$ cat src/rtl/bcd_7seg_scan_driver.sv
// rtl/bcd_7seg_scan_driver.sv - multiplexed BCD to 7-segment scan driver with frame-synchronous update
//
// Purpose: scans NUM_DIGITS BCD digits onto a shared 7-segment bus. A prescaler
// sets the time each digit is lit. New values are staged in a pending register
// and only copied to the displayed register at the end of a full scan frame,
// so a frame never shows a mix of old and new digits.
//
// Ports:
//   clk        - clock, all state changes on the rising edge
//   rst        - asynchronous active-high reset
//   load       - capture bcd_in into the pending register
//   bcd_in     - packed BCD digits, digit k in [4k+3:4k], digit 0 least significant
//   blank_lz   - suppress leading zeros (digit 0 is always shown)
//   seg        - registered segments {a,b,c,d,e,f,g}, polarity set by SEG_ACTIVE_LOW
//   an         - registered one-hot digit enable, polarity set by AN_ACTIVE_LOW
//   pending    - a loaded value is waiting for the next frame boundary
//   frame_done - one-cycle pulse after each completed scan frame

module bcd_7seg_scan_driver #(
  parameter int NUM_DIGITS     = 4,
  parameter int REFRESH_DIV    = 50000,
  parameter bit SEG_ACTIVE_LOW = 1'b0,
  parameter bit AN_ACTIVE_LOW  = 1'b1
) (
  input  logic                    clk,
  input  logic                    rst,
  input  logic                    load,
  input  logic [4*NUM_DIGITS-1:0] bcd_in,
  input  logic                    blank_lz,
  output logic [6:0]              seg,
  output logic [NUM_DIGITS-1:0]   an,
  output logic                    pending,
  output logic                    frame_done
);

  localparam int                    IDX_W    = (NUM_DIGITS > 1) ? $clog2(NUM_DIGITS) : 1;
  localparam int                    CNT_W    = 16;
  localparam logic [CNT_W-1:0]      CNT_LAST = CNT_W'(REFRESH_DIV - 1);
  localparam logic [IDX_W-1:0]      IDX_LAST = IDX_W'(NUM_DIGITS - 1);
  localparam logic [6:0]            SEG_OFF  = {7{SEG_ACTIVE_LOW}};
  localparam logic [NUM_DIGITS-1:0] AN_OFF   = {NUM_DIGITS{AN_ACTIVE_LOW}};

  logic [CNT_W-1:0]        cnt_q, cnt_d;
  logic [IDX_W-1:0]        idx_q, idx_d;
  logic [4*NUM_DIGITS-1:0] disp_q, disp_d;
  logic [4*NUM_DIGITS-1:0] pend_q, pend_d;
  logic                    pending_q, pending_d;
  logic                    frame_done_q, frame_done_d;
  logic [6:0]              seg_q, seg_d;
  logic [NUM_DIGITS-1:0]   an_q, an_d;

  logic                    tick;
  logic                    wrap;
  logic [3:0]              cur_digit;
  logic                    cur_lz;
  logic                    zero_run;
  logic                    blank;
  logic [6:0]              seg_raw;
  logic [NUM_DIGITS-1:0]   an_raw;

  function automatic logic [6:0] decode_digit(input logic [3:0] d);
    logic [6:0] s;
    case (d)
      4'd0:    s = 7'b1111110;
      4'd1:    s = 7'b0110000;
      4'd2:    s = 7'b1101101;
      4'd3:    s = 7'b1111001;
      4'd4:    s = 7'b0110011;
      4'd5:    s = 7'b1011011;
      4'd6:    s = 7'b1011111;
      4'd7:    s = 7'b1110000;
      4'd8:    s = 7'b1111111;
      4'd9:    s = 7'b1111011;
      default: s = 7'b0000001;  // non-BCD codes show a dash
    endcase
    return s;
  endfunction

  assign tick = (cnt_q == CNT_LAST);
  // The last digit slot ending closes the frame; with one digit every tick does.
  assign wrap = tick && (idx_q == IDX_LAST);

  // Prescaler and digit index
  always_comb begin
    cnt_d = cnt_q + CNT_W'(1);
    idx_d = idx_q;
    if (tick) begin
      cnt_d = '0;
      idx_d = wrap ? '0 : idx_q + IDX_W'(1);
    end
  end

  // Staging: the displayed value only changes on a wrap tick. A load on the
  // wrap tick still promotes the previously pending value, and the new value
  // stays pending for the following frame.
  always_comb begin
    disp_d       = disp_q;
    pend_d       = pend_q;
    pending_d    = pending_q;
    frame_done_d = wrap;
    if (wrap && pending_q) begin
      disp_d = pend_q;
    end
    if (load) begin
      pend_d    = bcd_in;
      pending_d = 1'b1;
    end else if (wrap && pending_q) begin
      pending_d = 1'b0;
    end
  end

  // Digit select and leading-zero detect. zero_run walks down from the most
  // significant digit and stays high while every digit seen so far is zero.
  always_comb begin
    cur_digit = 4'd0;
    cur_lz    = 1'b0;
    zero_run  = 1'b1;
    an_raw    = '0;
    for (int k = NUM_DIGITS - 1; k >= 0; k--) begin
      zero_run = zero_run & (disp_q[4*k +: 4] == 4'd0);
      if (idx_q == IDX_W'(k)) begin
        cur_digit = disp_q[4*k +: 4];
        cur_lz    = zero_run;
        an_raw[k] = 1'b1;
      end
    end
    blank   = blank_lz && (idx_q != '0) && cur_lz;
    seg_raw = blank ? 7'b0000000 : decode_digit(cur_digit);
    seg_d   = SEG_ACTIVE_LOW ? ~seg_raw : seg_raw;
    an_d    = AN_ACTIVE_LOW ? ~an_raw : an_raw;
  end

  always_ff @(posedge clk or posedge rst) begin
    if (rst) begin
      cnt_q        <= '0;
      idx_q        <= '0;
      disp_q       <= '0;
      pend_q       <= '0;
      pending_q    <= 1'b0;
      frame_done_q <= 1'b0;
      seg_q        <= SEG_OFF;
      an_q         <= AN_OFF;
    end else begin
      cnt_q        <= cnt_d;
      idx_q        <= idx_d;
      disp_q       <= disp_d;
      pend_q       <= pend_d;
      pending_q    <= pending_d;
      frame_done_q <= frame_done_d;
      seg_q        <= seg_d;
      an_q         <= an_d;
    end
  end

  assign seg        = seg_q;
  assign an         = an_q;
  assign pending    = pending_q;
  assign frame_done = frame_done_q;

endmodule

$ cat config.mk
export PLATFORM = sky130hd
export DESIGN_NAME = bcd_7seg_scan_driver
export DESIGN_NICKNAME = d
export VERILOG_FILES = /design/src/rtl/bcd_7seg_scan_driver.sv
export SDC_FILE = /design/constraint.sdc
export NUM_CORES = 1
export LEC_CHECK = 0
export BUFFER_PORTS_ARGS = -buffer_cell sky130_fd_sc_hd__buf_2
export CAP_MARGIN = 0
export CORE_ASPECT_RATIO = 1.75
export CORE_MARGIN = 2
export CORE_UTILIZATION = 62
export DETAILED_ROUTE_END_ITERATION = 16
export GPL_TIMING_DRIVEN = 0
export PLACE_DENSITY_LB_ADDON = 0.05
export SETUP_SLACK_MARGIN = 0.05
export SLEW_MARGIN = 15
export SYNTH_ARGS = -nofsm -noshare
export SYNTH_HDL_FRONTEND = slang
export SYNTH_SLANG_ARGS = --single-unit
$ cat constraint.sdc
create_clock -name clk -period 6.2 [get_ports clk]
set_input_delay 1.24 -clock clk [delete_from_list [all_inputs] [get_ports clk]]
set_output_delay 1.24 -clock clk [all_outputs]
set_load 0.1 [all_outputs]
Yosys cells after proc, flatten, opt, wreduce, memory -nomap -nowiden
Memories as Yosys holds them, arrays and structs flattened. Cells that the tools add are included. Widths: inputs -> output; s select.

Bits of input ports: 20. Output and inout port bits: 13. Bits in registers: 63. Bits in latches: 0. ROM bits: 112. Word-level logic and storage cells: 47. Bits in writable memories: 0. Memories: 1.

Memories: (no name shown) (depth 16, bits a word 7, rd ports 1, clocked after Yosys merged registers in 0, wr ports 0, line 63) `case (d)`.

Multipliers: 0. Bitwise operators: 4. Order comparisons: 0. Equal/unequal tests: 4. Add/sub/neg operators: 2. Mux-type cells: 17. Div/mod/pow operators: 0. Shift operators: 0. Reductions and logical operators: 11.

Operators with widths (number): $add 16x1->16 const B (1); $eq 16x16->1 const B (1); $logic_not 4->1 (4); $mux 16 (1); $mux 4 (4); $mux 1 (10); $mux 7 (1); $eq 2x2->1 const B (2); $logic_and 1x1->1 (4); $not 4->4 (1); $reduce_bool 2->1 (2); $and 1x1->1 (3); $add 2x1->2 const B (1); $eq 2x1->1 const B (1); $logic_not 2->1 (1); $mux 2 (1).

Longest topological paths before layout
Gate-level depths: netlist of run 1.

Depth in word-level cells: 7. Depth in mapped cells: 12. Gate-level depth less buffers: 11.

Least setup slack after synthesis of run 1
Ideal clock, no wire load.

Path type: reg-to-reg. Start point: register idx_q[0]. End point: register seg_q[5], in the netlist seg[5]. Arrival: 2.468 ns. Library setup time: 0.128 ns. Setup slack: 3.604 ns. Stages on the path, launching flop included: 10. Required time: 6.072 ns. Cell sequence: dfrtp_1 -> inv_1 -> ha_1 -> nand2b_1 -> o221ai_1 -> inv_1 -> ha_1 -> or4_4 -> a22oi_1 -> nor2_1.

Word-level cells in the longest chain between the ends: 7. Elaborated cells on any way between the ends: 17. Classes of those cells: eq/ne (3); mux (9); reduce/logical (4); memory (1).

Ends and longest elaborated chain: start: declaration (line 44) `logic [IDX_W-1:0] idx_q, idx_d;`; start signal: assignment (line 145) `idx_q <= idx_d;`; $eq 2x2->1 (line 121) `if (idx_q == IDX_W'(k)) begin`; $mux 4 or $mux 1 (tied branches) (4 in a row) (line 121); $mem_v2 16x7 or $logic_and 1x1->1 (tied branches); $mux 7 * (line 128) `seg_raw = blank ? 7'b0000000 : decode_digit(cur_digit);`; net seg_d[5] (line 49) `logic [6:0] seg_q, seg_d;`; end signal: assignment (line 150) `seg_q <= seg_d;`; end: declaration (line 49).

The timed path passes the listed nets; every way through them passes the cells marked *. A chain may end at the register's enable or synchronous reset.

Worst setup path in the final report of run 1
Ends and elaborated chain as after synthesis.

==> qor.csv, run 1 <==
metric,value,unit
diodes,0,
dp_hpwl,3.93,mm
portBuffers,31,
setup_tns,0,ns
multiInputGateArea,0.00120,sq mm
cts.clk_slew.worst_paths,0.06,ns
antenna_found_initial,0,
cts_hold_buf,0,
layout-drive-gt1-share,0.327,
grt_pass1_wl,9.27,mm
critPathMaxFanout,8,
setup_viol,0,
first_iter_violations,44,
ff_latch_area,0.00158,sq mm
htreeDepth,3,
p_per_area,249,mW/mm^2
drt-total-wl,5.34,mm
cts_sinks,63,
fp.dieH,94.0,microns
place_ws,3.20,ns
timing.max_cap.violations,0,
synthCells,234,
synth_area,0.00287,sq mm
dp.cells,316,
use_met1,0.234,
rows,32,
synth_edf_count,0,
grt_pass1_vias,2062,
vias,1898,
crit_type,flop to flop,
dr.pass1.iters,4,
ys_top_cells_by_area,"dfrtp_1 (51%), mux2_2 (11%), ha_1 (4.4%)",
die_area,0.00521,sq mm
syn-num-nets,264,
regToRegStartpoint,idx_q[0],
power,822,uW
crit_path_end_kind,flop,
drc,0,
gp_congestion,0.805,
finalMaxSlewViolations,0,
synth_area_leader_cell,dfrtp_1,
cts_root_buf,clkbuf_8,
synth-seq-cells,63,
initial_core_util,0.646,
period_share,0.486,
slowest_delay,0.60,ns
crit_chain,"inv_1, ha_1, nand2b_1, o221ai_1, inv_1, ha_1, or4_4, a22oi_1, nor2_1",
grt.total_usage,0.236,
syn_avg_cell_area,12.3,sq um
io_pins,33,
holdWs,0.461,ns
period_needed,3.01,ns
irDropWorstVdd,0.257,mV
layout.cells.non_filler,332,
cts-resized-gates,0,
yosysTopAreaCellShare,0.514,
min_from,cnt_q[0],
critPathRequiredTime,6.41,ns
relSlewSlack,0.500,
via_per_inst,5.72,
yosysUniqueCellTypes,42,
rsz0062_at_grt,no,
leakage,1.59,nW
yosysWarnings,0,
layout_setup_ws,3.19,ns
async_flop_share,1.00,
fin_skew,0.00707,ns
clk_latency,0.34,ns
fin_util,0.743,
max_slew.worst_pin.slew,0.750,ns
area_delta_synth_final,15.0,%
place_area,0.00309,sq mm
status,"finished, final reports clean",
grt_max_degree,64,
core-area,0.00444,sq mm
wl_per_cell,16.1,microns
synth_ff_type,dfrtp_1,
start_kind,flop,
grt.overflow.total,0,
die_x,55.4,microns
busiest_layer,met2,
use_met2,0.441,
clock_path_buffers,2,
final_nets,306,
crit_arrival,3.22,ns
cts_inserted_buffers,9,
fillers,333,
hold_viol,0,
finalInstanceArea,0.00330,sq mm
cts_setup_buffers,0,
slowest_stage,o221ai_1,
grtUsageMet3,0.0551,
crit_path_start,idx_q[0],
yosysSeqAreaShare,0.551,
detail-route-antenna-nets,0,
cts_tree,done,
fmax,332,MHz
min_path_type,flop to flop,
## final timing paths
check | to | slack (ns) | cells after the start
setup / recovery | seg[5] | 3.19 | 9
hold / removal | cnt_q[0] | 0.46 | 1
setup reg to reg | seg[5] | 3.19 | 9
hold reg to reg | cnt_q[0] | 0.46 | 1
max in group asynchronous | pend_q[5] | 4.66 | 2
min in group asynchronous | cnt_q[0] | 1.03 | 2
## kinds of logic (layout without fill, tap and decap cells)
| family | Yosys count | after routing | synth area share |
|---|---|---|---|
| buffers and inverters | 20 | 67 | 0.0318 |
| AOI/OAI and AO/OA | 25 | 25 | 0.0645 |
| muxes | 33 | 33 | 0.129 |
| adders and majority gates | 10 | 10 | 0.0436 |
| xor gates and xnor gates | 12 | 12 | 0.0366 |
| DFF | 63 | 63 | 0.551 |
| and+or+nand+nor | 71 | 71 | 0.144 |
## per-layer routing
| layer | up-vias | routed length (microns) |
|---|---|---|
| met1 | 939 | 2030 |
| met5 | - | 0 |
| met2 | 37 | 3010 |
| met4 | 0 | 148 |
| met3 | 12 | 144 |
| li1 | 910 | - |
## registers in the layout, indices dropped and copies added (netlist names)
| register | cells |
|---|---|
| cnt_q | 16 |
| disp_q | 16 |
| pend_q | 16 |
| seg | 7 |
| an | 4 |
| idx_q | 2 |
| frame_done | 1 |
| pending | 1 |
## placed cells by master, fill, tap and decap left out, types with 4 or more instances in the layout
cell / instances
dfrtp_1: 59
buf_2: 32
mux2_2: 28
nand2_1: 19
inv_1: 12
nor2_1: 12
clkbuf_8: 12
ha_1: 10
nand3_1: 8
xor2_1: 8
a21oi_1: 6
clkbuf_1: 5
nor4_1: 5
mux2_1: 4
o21ai_0: 4
xnor2_1: 4
dfstp_2: 4
## cells in the mapped netlist (all sizes together), types with 2 or more instances
library cell,instances
dfrtp,59
mux2,32
nand2,19
inv,13
nor2,13
ha,10
nand3,8
xor2,8
a21oi,6
nor4,5
and3,4
clkbuf,4
dfstp,4
o21ai,4
xnor2,4
buf,3
nand2b,3
nand4,3
nor3,3
o211ai,3
a211o,2
a21o,2
a22oi,2
a311oi,2
and2,2
and4,2
nor2b,2
or4,2
## layout make-up
cell class / count / area share
repair buffers: 31 / 0.0470
flip-flops and latches: 63 / 0.479
plain buffers: 7 / 0.0129
clock inverters: 3 / 0.0121
clock buffers: 13 / 0.0512
multi-input cells: 151 / 0.363
inverters: 13 / 0.0155
well taps: 51 / 0.0193
## worst max-delay path: cells and delay by family, from the launching register on
| kind | cells | cell delay [ns] |
|---|---|---|
| buf+inv | 2 | 0.23 |
| compound gates | 2 | 0.78 |
| simple gates | 3 | 0.84 |
| flops | 1 | 0.37 |
| fa+ha+maj | 2 | 0.65 |
## where the power goes
| group | leakage, nW | internal, mW | switching, mW |
|---|---|---|---|
| Sequential | 0.779 | 0.422 | 0.00526 |
| Clock | 0.109 | 0.217 | 0.151 |
| Combinational | 0.705 | 0.0136 | 0.0136 |
No activity file was read; power rests on OpenSTA's default activity.
==> run 2, diff against run 1 <==
- CORE_UTILIZATION: 62 -> 57
- clock period: 6.2 -> 2.8 ns (I/O delays scaled with it)
==> run 2 against run 1 <==
Net effect:
- worst setup slack worse by 3.0 ns
- global-route usage is 1.8 points lower
- first-iteration DRC count is 2.3% higher
- combinational power is 120% higher
- clock skew is 0.0035 ns lower
- sequential share of layout area is 0.56 points lower
- highest routed layer unchanged
- final cell count is 1.2% higher
- critical path type unchanged
==> qor.csv, run 2 (synthesis gave the netlist of run 1 again) <==
metric,value,unit,change
htreeDepth,3,,unchanged
period_needed,2.64,ns,-0.373 ns
status,"finished, final reports clean",,
hold_viol,0,,unchanged
diodes,0,,unchanged
antenna_found_initial,0,,unchanged
cts_root_buf,clkbuf_8,,
dp.cells,319,,+0.95%
fp.dieH,97.9,microns,+4.1%
power,1.77,mW,+120%
area_delta_synth_final,16.3,%,
crit_type,flop to flop,,
grt.overflow.total,0,,unchanged
start_kind,flop,,
grt_pass1_wl,9.07,mm,-2.2%
gp_congestion,0.844,,+4.8%
period_share,0.943,,+0.457
via_per_inst,5.63,,-1.5%
max_slew.worst_pin.slew,0.753,ns,+0.00229 ns
detail-route-antenna-nets,0,,unchanged
io_pins,33,,unchanged
leakage,1.59,nW,-0.14%
place_area,0.00310,sq mm,+0.12%
finalInstanceArea,0.00334,sq mm,+1.2%
critPathRequiredTime,3.02,ns,-3.39 ns
place_ws,-0.201,ns,-3.40 ns
setup_viol,0,,unchanged
crit_arrival,2.86,ns,-0.36 ns
layout-drive-gt1-share,0.351,,+0.0237
grt.total_usage,0.218,,-0.0180
core-area,0.00489,sq mm,+10%
die_area,0.00564,sq mm,+8.3%
critPathMaxFanout,8,,unchanged
grt_pass1_vias,1998,,-3.1%
setup_tns,0,ns,unchanged
final_nets,307,,+0.33%
rows,34,,+6.3%
layout.cells.non_filler,336,,+1.2%
fin_util,0.683,,-0.0601
largestRegisters,"cnt_q x16, disp_q x16, pend_q x16",,
finalMaxSlewViolations,0,,unchanged
mostFrequentLayoutCell,dfrtp_1,,
cts_tree,done,,
final_cell_mix,"dfrtp_1 (59), buf_2 (32), mux2_2 (28)",,
cts_inserted_buffers,9,,unchanged
clock_path_buffers,2,,unchanged
dr.pass1.iters,4,,unchanged
vias,1893,,-0.26%
first_iter_violations,45,,+2.3%
cts.clk_slew.worst_paths,0.07,ns,about the same
die_x,57.7,microns,+4.0%
cts_hold_buf,0,,unchanged
fin_skew,0.00359,ns,-0.00347 ns
initial_core_util,0.587,,-0.0592
drc,0,,unchanged
crit_path_end_kind,flop,,
fmax,379,MHz,+14%
holdWs,0.345,ns,-0.116 ns
relSlewSlack,0.498,,-0.00153
layout_setup_ws,0.158,ns,-3.03 ns
cts_sinks,63,,unchanged
drt-total-wl,5.39,mm,+1.0%
grt_max_degree,64,,unchanged
timing.max_cap.violations,0,,unchanged
min_path_type,input port to asynchronous set/reset pin,,
irDropWorstVdd,0.466,mV,+82%
p_per_area,531,mW/mm^2,+110%
wl_per_cell,16.0,microns,-0.19%
rsz0062_at_grt,no,,
portBuffers,31,,unchanged
clk_latency,0.34,ns,about the same
dp_hpwl,3.88,mm,-1.2%
-- run 2: final timing paths --
| check | startpoint | endpoint | slack, ns | cells past startpoint |
|---|---|---|---|---|
| hold reg to reg | cnt_q[0] | cnt_q[0] | 0.46 | 1 |
| setup / recovery | idx_q[1] | seg[5] | 0.16 | 9 |
| setup reg to reg | idx_q[1] | seg[5] | 0.16 | 9 |
| hold / removal | rst | pend_q[11] | 0.35 | 2 |
| max in group asynchronous | rst | cnt_q[0] | 1.94 | 2 |
| min in group clk | bcd_in[11] | pend_q[11] | 0.45 | 2 |
-- run 2: cell type report --
type,instances,area (sq um)
sequential,63,1580
fill,378,1550
multi-input combinational,151,1240
timing repair buffer,32,163
clock buffer,12,145
tap,54,67.6
inverter,13,51.3
clock inverter,4,45.0
buffer,7,42.5
-- run 2: worst max-delay path, stage by stage, from the launching register on --
cell and delay, ns:
dfrtp_1 0.40, inv_1 0.13, ha_1 0.33, nand2b_2 0.15, o221ai_4 0.28, inv_1 0.12, ha_1 0.31, or4_4 0.55
a22oi_1 0.19, nor2_1 0.07
-- run 2: timing repair --
action,4_1_cts,5_1_grt
gates cloned,0,0
gates resized for setup,5,5
pin swaps,0,1
buffers inserted,0,1
setup endpoints to repair,3,3
-- run 2: routing by layer --
layer	track usage	part of all wire	vias up
met4	0.140	0.033	0
met1	0.228	0.37	929
met5	0	0	-
met3	0.0490	0.033	17
li1	-	-	910
met2	0.378	0.57	37
-- run 2: power breakdown --
group | internal [mW] | switching (mW)
registers | 0.934 | 0.0124
clock network | 0.431 | 0.336
logic | 0.0301 | 0.0310
==> run 3, diff against run 2 <==
- CORE_UTILIZATION: 57 -> 40
==> run 3 against run 2 <==
Net effect:
- maximum frequency rose by 1.9%
- largest cell class unchanged
- final area increased by 7.9%
- count of clock-buffer cells in the layout fell by 2
- clock skew about the same
- clock power grew 76%
- non-clock buffer count increased by 5
==> qor.csv, run 3 (synthesis gave the netlist of run 1 again) <==
metric,value,unit,change
status,"finished, final reports clean",,
crit_type,flop to flop,,
grt_pass1_wl,9.31,mm,+2.6%
combPwrFrac,0.027,,-0.007
crit_path_end_kind,flop,,
cts.clk_slew.worst_paths,0.05,ns,-0.02 ns
drc,0,,unchanged
layout_setup_ws,0.208,ns,+0.0491 ns
htreeDepth,3,,unchanged
fp.dieH,116,microns,+19%
min_path_type,input port to asynchronous set/reset pin,,
grt_max_degree,41,,-36%
finalMaxSlewViolations,0,,unchanged
layout-drive-gt1-share,0.373,,+0.0218
clkPwrFrac,0.572,,+0.140
fin_skew,0.00341,ns,-0.000185 ns
switching_power,438,uW,+15%
setup_viol,0,,unchanged
die_x,68.1,microns,+18%
detail-route-antenna-nets,0,,unchanged
diodes,0,,unchanged
cts_sinks,63,,unchanged
vias,1908,,+0.79%
irDropWorstVdd,0.327,mV,-30%
period_needed,2.59,ns,-0.0491 ns
fmax,386,MHz,+1.9%
grt_pass1_vias,1939,,-3.0%
cts_root_buf,clkbuf_16,,
cts_inserted_buffers,9,,unchanged
clock_path_buffers,2,,unchanged
gp_congestion,0.814,,-3.5%
grt.total_usage,0.168,,-0.0494
hold_viol,0,,unchanged
core-area,0.00691,sq mm,+41%
die_area,0.00790,sq mm,+40%
first_iter_violations,108,,+140%
via_per_inst,5.14,,-8.7%
p_per_area,655,mW/mm^2,+23%
timing.max_cap.violations,0,,unchanged
wl_per_cell,15.3,microns,-4.5%
portBuffers,31,,unchanged
p_int,1.93,mW,+38%
fin_util,0.522,,-0.161
final_cell_mix,"dfrtp_1 (59), buf_2 (32), mux2_2 (28)",,
relSlewSlack,0.538,,+0.0395
mostFrequentLayoutCell,dfrtp_1,,
leakage,1.69,nW,+6.3%
switching_share,0.185,,-0.0287
sequentialPowerShare,0.401,,-0.132
place_ws,-0.192,ns,+0.00837 ns
period_share,0.926,,-0.0175
start_kind,flop,,
clk_latency,0.33,ns,about the same
final_nets,312,,+1.6%
area_delta_synth_final,25.5,%,
cts_tree,done,,
critPathMaxFanout,10,,+2
power,2.36,mW,+33%
critPathRequiredTime,3.04,ns,+0.02 ns
rows,40,,+18%
drt-total-wl,5.68,mm,+5.4%
antenna_found_initial,0,,unchanged
dp_hpwl,4.16,mm,+7.1%
largestRegisters,"cnt_q x16, disp_q x16, pend_q x16",,
dr.pass1.iters,4,,unchanged
grt.overflow.total,0,,unchanged
rsz0062_at_grt,no,,
initial_core_util,0.416,,-0.171
max_slew.worst_pin.slew,0.693,ns,-0.0593 ns
crit_arrival,2.83,ns,-0.03 ns
io_pins,33,,unchanged
-- run 3: changes by cell type in the layout (fill, tap and decap cells not counted), sizes merged --
cell / previous run / this run
buf: 35 / 40
bufinv: 1 / 4
clkbuf: 16 / 14
clkinv: 3 / 1
clkinvlp: 0 / 1
-- run 3: routing by layer --
layer | track usage | wire length (microns)
met1 | 0.178 | 2190
met2 | 0.291 | 3140
met3 | 0.0524 | 193
met4 | 0.0853 | 153
met5 | 0 | 0
-- run 3: critical path, cell delays in order, from the launching register on --
cell and delay (ns):
dfrtp_1 0.39, inv_2 0.09, ha_1 0.21, buf_6 0.14, o211ai_1 0.33, o221ai_4 0.20, buf_4 0.17, ha_1 0.18
or4_4 0.53, a311oi_2 0.27
-- run 3: power by group through the flow --
stage | clock network (mW) | logic, mW | registers [mW]
after global placement | 0 | 0.0613 | 0.962
final | 1.35 | 0.0645 | 0.946
after floorplan | 0 | 0.0413 | 0.957
after global routing | 1.43 | 0.0729 | 0.948
after CTS | 1.38 | 0.0672 | 0.947
after detailed placement | 0 | 0.0673 | 0.963
-- run 3: final timing paths --
path | cells after the start | slack [ns] | endpoint | start
worst max-delay path | 9 | 0.21 | seg[6] | idx_q[0]
worst min register to register | 1 | 0.45 | cnt_q[0] | cnt_q[0]
worst min-delay path | 2 | 0.19 | cnt_q[10] | rst
worst max register to register | 9 | 0.21 | seg[6] | idx_q[0]
min in group clk | 1 | 0.45 | cnt_q[0] | cnt_q[0]
max in group asynchronous | 3 | 2.03 | an[3] | rst
-- run 3: what timing repair did --
| action | in CTS | in global routing |
|---|---|---|
| gates resized for setup | 4 | 8 |
| setup endpoints to repair | 3 | 3 |
| hold buffers | 0 | 0 |
| setup buffers | 0 | 5 |
| pin swaps | 0 | 2 |
-- run 3: stage by stage --
step | hold slack [ns] | setup TNS, ns | cells | cell area (sq um)
after floorplan | 0.424 | 0 | 234 | 2870
after global placement | 0.446 | -8.40 | 349 | 3130
after detailed placement | 0.449 | -0.410 | 350 | 3150
after CTS | 0.193 | 0 | 366 | 3530
after global routing | 0.215 | 0 | 371 | 3600
final | 0.188 | 0 | 371 | 3600
-- run 3: final cells by class --
cell class | count | area (sq um)
plain buffers | 7 | 42.5
clock buffers | 10 | 229
clock inverters | 6 | 133
fillers | 645 | 3300
inverters | 13 | 51.3
multi-input cells | 151 | 1250
flip-flops and latches | 63 | 1580
well taps | 84 | 105
repair buffers | 37 | 213
